## src/rtl/tc_pkg.sv

```systemverilog
// Shared definitions for the thermocouple moving-average stage.
// Optional build macro TC_AVG_ROUND_EN enables round-half-up output.
package tc_pkg;

   localparam logic [1:0] TC_AVG_EMPTY = 2'd0;
   localparam logic [1:0] TC_AVG_FILL  = 2'd1;
   localparam logic [1:0] TC_AVG_RUN   = 2'd2;

   localparam int TC_WORD_SIZE = 16;

   function automatic int tc_sum_width(
      input int word_size,
      input int log2_depth
   );
      return word_size + log2_depth;
   endfunction

endpackage

```

## src/rtl/tc_avg_ring.sv

```systemverilog
// Circular sample buffer for tc_avg: write port, read at ptr, ptr counter.
// Contents are deliberately left unreset; only the pointer clears.
module tc_avg_ring
   import tc_pkg::*;
#(
   parameter int WORD_SIZE  = TC_WORD_SIZE,
   parameter int LOG2_DEPTH = 2
) (
   input  logic                 i_clk,
   input  logic                 i_rst_n,
   input  logic                 i_clr,
   input  logic                 i_wr,
   input  logic [WORD_SIZE-1:0] i_data,
   output logic [WORD_SIZE-1:0] o_old
);

   localparam int DEPTH = 1 << LOG2_DEPTH;

   logic [WORD_SIZE-1:0]  mem [DEPTH];
   logic [LOG2_DEPTH-1:0] ptr;

   always_ff @(posedge i_clk or negedge i_rst_n) begin
      if (!i_rst_n) begin
         ptr <= '0;
      end else if (i_clr) begin
         ptr <= '0;
      end else if (i_wr) begin
         ptr <= ptr + 1'b1;
      end
   end

   always_ff @(posedge i_clk) begin
      if (i_wr) begin
         mem[ptr] <= i_data;
      end
   end

   assign o_old = mem[ptr];

endmodule

```

## src/rtl/tc_avg.sv

```systemverilog
// Boxcar moving average over 2^LOG2_DEPTH samples, two-stage pipeline.
// Build macro TC_AVG_ROUND_EN selects rounding instead of truncation.
module tc_avg
   import tc_pkg::*;
#(
   parameter int WORD_SIZE  = TC_WORD_SIZE,
   parameter int LOG2_DEPTH = 2
) (
   input  logic                 i_clk,
   input  logic                 i_rst_n,
   input  logic [WORD_SIZE-1:0] i_temp,
   input  logic                 i_stb,
   input  logic                 i_clr,
   output logic [WORD_SIZE-1:0] o_temp,
   output logic                 o_stb,
   output logic                 o_full
);

   localparam int SW    = tc_sum_width(WORD_SIZE, LOG2_DEPTH);
   localparam int DEPTH = 1 << LOG2_DEPTH;
   localparam int CW    = LOG2_DEPTH + 1;

   logic [1:0]           state;
   logic [1:0]           state_nxt;
   logic [SW-1:0]        sum;
   logic [SW-1:0]        sum_nxt;
   logic [WORD_SIZE-1:0] seed;
   logic [WORD_SIZE-1:0] old;
   logic [CW-1:0]        count;
   logic [CW-1:0]        count_nxt;
   logic                 full_set;
   logic                 vld;
   logic                 accept;
   logic [WORD_SIZE-1:0] avg;

   assign accept = i_stb & ~i_clr;

   tc_avg_ring #(
      .WORD_SIZE  (WORD_SIZE),
      .LOG2_DEPTH (LOG2_DEPTH)
   ) u_ring (
      .i_clk   (i_clk),
      .i_rst_n (i_rst_n),
      .i_clr   (i_clr),
      .i_wr    (accept),
      .i_data  (i_temp),
      .o_old   (old)
   );

   always_ff @(posedge i_clk or negedge i_rst_n) begin
      if (!i_rst_n) begin
         state <= TC_AVG_EMPTY;
      end else if (i_clr) begin
         state <= TC_AVG_EMPTY;
      end else begin
         state <= state_nxt;
      end
   end

   always_comb begin
      state_nxt = state;
      if (accept) begin
         unique case (state)
            TC_AVG_EMPTY: state_nxt = TC_AVG_FILL;
            TC_AVG_FILL:
               if (count == CW'(DEPTH - 1))
                  state_nxt = TC_AVG_RUN;
            TC_AVG_RUN:   state_nxt = TC_AVG_RUN;
            default:      state_nxt = TC_AVG_EMPTY;
         endcase
      end
   end

   // Seed copies stand in for samples not yet received during FILL.
   always_comb begin
      sum_nxt   = sum;
      count_nxt = count;
      full_set  = 1'b0;
      unique case (state)
         TC_AVG_EMPTY: begin
            sum_nxt   = SW'(i_temp) << LOG2_DEPTH;
            count_nxt = CW'(1);
         end
         TC_AVG_FILL: begin
            sum_nxt   = sum + SW'(i_temp) - SW'(seed);
            count_nxt = count + 1'b1;
            full_set  = (count == CW'(DEPTH - 1));
         end
         TC_AVG_RUN: begin
            sum_nxt   = sum + SW'(i_temp) - SW'(old);
         end
         default: begin
            sum_nxt   = '0;
            count_nxt = '0;
         end
      endcase
   end

   always_ff @(posedge i_clk or negedge i_rst_n) begin
      if (!i_rst_n) begin
         sum    <= '0;
         seed   <= '0;
         count  <= '0;
         o_full <= 1'b0;
         vld    <= 1'b0;
      end else if (i_clr) begin
         sum    <= '0;
         count  <= '0;
         o_full <= 1'b0;
         vld    <= 1'b0;
      end else begin
         vld <= accept;
         if (accept) begin
            sum   <= sum_nxt;
            count <= count_nxt;
            if (state == TC_AVG_EMPTY)
               seed <= i_temp;
            if (full_set)
               o_full <= 1'b1;
         end
      end
   end

`ifdef TC_AVG_ROUND_EN
   logic [SW:0]        rsum;
   logic [WORD_SIZE:0] rq;

   // One extra bit absorbs the half-LSB carry; clamp if it is ever set.
   assign rsum = {1'b0, sum} + (SW + 1)'(1 << (LOG2_DEPTH - 1));
   assign rq   = (WORD_SIZE + 1)'(rsum >> LOG2_DEPTH);
   assign avg  = rq[WORD_SIZE] ? '1 : rq[WORD_SIZE-1:0];
`else
   assign avg = WORD_SIZE'(sum >> LOG2_DEPTH);
`endif

   always_ff @(posedge i_clk or negedge i_rst_n) begin
      if (!i_rst_n) begin
         o_temp <= '0;
         o_stb  <= 1'b0;
      end else if (i_clr) begin
         o_temp <= '0;
         o_stb  <= 1'b0;
      end else begin
         o_stb <= vld;
         if (vld)
            o_temp <= avg;
      end
   end

endmodule

```

## config.mk

```make
export PLATFORM = sky130hd
export DESIGN_NAME = tc_avg
export DESIGN_NICKNAME = d
export VERILOG_FILES = /design/src/rtl/tc_pkg.sv /design/src/rtl/tc_avg_ring.sv /design/src/rtl/tc_avg.sv
export SDC_FILE = /design/constraint.sdc
export NUM_CORES = 1
export LEC_CHECK = 0
export CAP_MARGIN = 5
export CORE_UTILIZATION = 35
export DETAILED_ROUTE_END_ITERATION = 8
export SYNTH_ARGS = -nofsm -noshare
export SYNTH_HDL_FRONTEND = slang
export SYNTH_HIERARCHICAL = 1
export SYNTH_SLANG_ARGS = --single-unit
```

## constraint.sdc

```tcl
create_clock -name i_clk -period 6.92 [get_ports i_clk]
set_clock_uncertainty 0.05 [all_clocks]
set_input_delay 2.076 -clock i_clk [delete_from_list [all_inputs] [get_ports i_clk]]
set_output_delay 2.076 -clock i_clk [all_outputs]
set_load 0.01 [all_outputs]
```

==> flow_summary.toml <==
[place]
placed_cells = 767
post-dp-hpwl_um = 10500
place_ws_ps = 645.3
dpl_cell_area_mm2 = 0.007179
io_buffers = 37
gp_congestion = 0.8103

[cts]
post_cts_resize_count = 0
cts_tree = "yes"
post_cts.repair.setup_buffers = 0
cts-root-buf = "clkbuf_16"
clk_latency_ps = 420
cts_buffer_depth = 2
ctsHoldBuffers = 0
htreeDepth = 4
cts.sinks = 124
cts_buffers = 17
clk_pin_slew_ps = 60

[synth]
synthFlopType = "edfxtp_1"
yosysTopAreaCellShare_pct = 29.17
synth-edff-count = 64
syn-num-nets = 575
synthesis.area_mm2 = 0.006589
seq_area_frac_synth_pct = 51.96
synthAdderAreaFrac_pct = 8.773
yosys.area.top_type = "edfxtp_1"
synth-compound-area-share_pct = 12.02
syn_area_per_cell_um2 = 12.92
synthTopCellsByCount = "edfxtp_1 (64), dfrtp_1 (60), ha_1 (43)"
synthXorXnorAreaFrac_pct = 3.855
synthArstFlopShare_pct = 48.39
yosys_warnings = 6
synth_most_common_cell = "edfxtp_1"
yosys-top-cells-area = "edfxtp_1 (29%), dfrtp_1 (23%), ha_1 (8.2%), mux2i_1 (5.0%), mux4_1 (3.2%)"
synth-simple-area-share_pct = 6.798
synth_mux_area_share_pct = 13.84
synth.distinct_cells = 56
ys_ff_latch = 124
synth_top_family_by_area = "multiplexers"
syn_inst = 510

[detailed_routing]
firstDrtPassIters = 7
ant_nets = 0
wl_per_cell_um = 18.59
drt_iter0_drc = 280
drcViolationCount = 2
vias_per_cell = 5.300
wl_um = 14850
vias = 4235

[timing]
finalCriticalPeriod_ps = 5838
tightest_slew_ps = 1103
hold_ws_ps = 452.7
maxSlewHeadroom_pct = 26.18
setup_ws_ps = 1082
hold_violations = 0
fmax_mhz = 171.3
maxSlewViolCount = 0
finalSetupViolations = 0
fin_setup_tns_ps = 0
min_period_over_period_pct = 84.36
grt_setup_unrepaired = "no"

[global_routing]
track_usage_pct = 16.65
grt_first_pass_wirelength_um = 24230
grt-ovfl-total = 0
antenna_found_initial = 0
grt_max_degree = 61
grt_pass1_vias = 4403

[floorplan]
initial_core_util_pct = 36.18
fp.coreArea_mm2 = 0.01821
io_pins = 38
fp.dieH_um = 139.2
dieArea_mm2 = 0.01938
rows = 49
fp.dieW_um = 139.2

[min_path]
hold_path.class = "reg2reg"

[flow_run]
maxCapViolations = 0

[critical_path]
r2r_cells = 13
crit_type = "in2reg"
r2r_slack_ps = 2760
worstPathArrival_ps = 6090
startpoint = "i_temp[0]"
cp-start-kind = "input pin"
reg2reg_from = "u_ring/ptr[1]"
r2r-end = "sum[16]"
crit_path_max_fanout = 7
required_ps = 7170
cp-end-kind = "register"
critPathCapture = "sum[17]"

[final_layout]
syn_to_final_growth_pct = 18.21
layout-drive-gt1-share_pct = 13.68
nets = 622
fin_util_pct = 42.77
fin_cells = 799
final_area_mm2 = 0.007789
antennaDiodeCount = 0

[power_and_ir_drop]
p_leak_nw = 3.114
power_mw = 2.715
power_density_mw_per_mm2 = 348.6
ir_drop_mv = 0.1508

[outcome]
violations = "DRC"
outcome = "finished, violations left"
-- critical path: stages --
cell and delay, ps:
clkdlybuf4s50_1 510, ha_1 300, fa_1 420, nand3_1 160, and2_1 180, o21ai_0 120
a21o_1 200, a21oi_1 180, xnor2_1 90, ha_1 360, and3_1 230, and2b_2 210
a2111o_1 410, a211oi_2 220, xnor2_1 180, o31ai_2 80, o21bai_1 150
-- flip-flops by register name, summed over array words and instances (netlist names) --
name / count
u_ring/mem: 64
sum: 18
o_temp: 16
seed: 16
count: 3
state: 2
u_ring/ptr: 2
o_full: 1
o_stb: 1
vld: 1
-- area by class of cell --
class | instances | area, um^2
well taps | 229 | 286.5
inverters | 18 | 67.56
fillers | 1627 | 10420
flip-flops and latches | 124 | 3423
clock buffers | 19 | 442.9
clock inverters | 13 | 166.4
repair buffers | 44 | 417.9
multi-input cells | 352 | 2984
-- metal layers --
metal	global-route usage (%)	vias up	wire length (um)
li1	-	2008	-
met1	22.80	2130	7314
met2	25.92	83	6835
met3	4.040	14	468
met4	5.439	0	234
met5	0	-	0
-- worst min path at each step --
stage                   from       end  slack, ps  cells past startpoint
floorplan             sum[2]    sum[2]        420                      2
global placement    seed[12]  seed[12]        440                      1
detailed placement   seed[0]   seed[0]        440                      1
CTS                  seed[0]   seed[0]        460                      1
global route         seed[9]   seed[9]        460                      1
finish               seed[0]   seed[0]        450                      1
-- placed cells by master (no fill, tap or decap), drive strengths merged, types with 19 or more instances in the layout --
cell	netlist	final
nand2	26	26
inv	18	20
o21ai	27	27
nor2	33	33
dfrtp	60	60
ha	43	43
mux2i	33	33
clkdlybuf4s50	0	36
a21oi	35	35
clkbuf	11	19
edfxtp	64	64
-- kinds of logic after synthesis --
family                     Yosys count
DFF                                124
AOI/OAI and AO/OA                  119
and+or+nand+nor                     93
muxes                               66
adders and majority gates           45
buffers and inverters               34
xor gates and xnor gates            29
-- where the power goes --
part | internal, mW | switching (mW) | leakage, nW
Sequential | 0.841 | 0.0447 | 1.37
Combinational | 0.398 | 0.522 | 1.46
Clock | 0.577 | 0.332 | 0.290
Note: power is estimated with default switching activity, not from simulation.
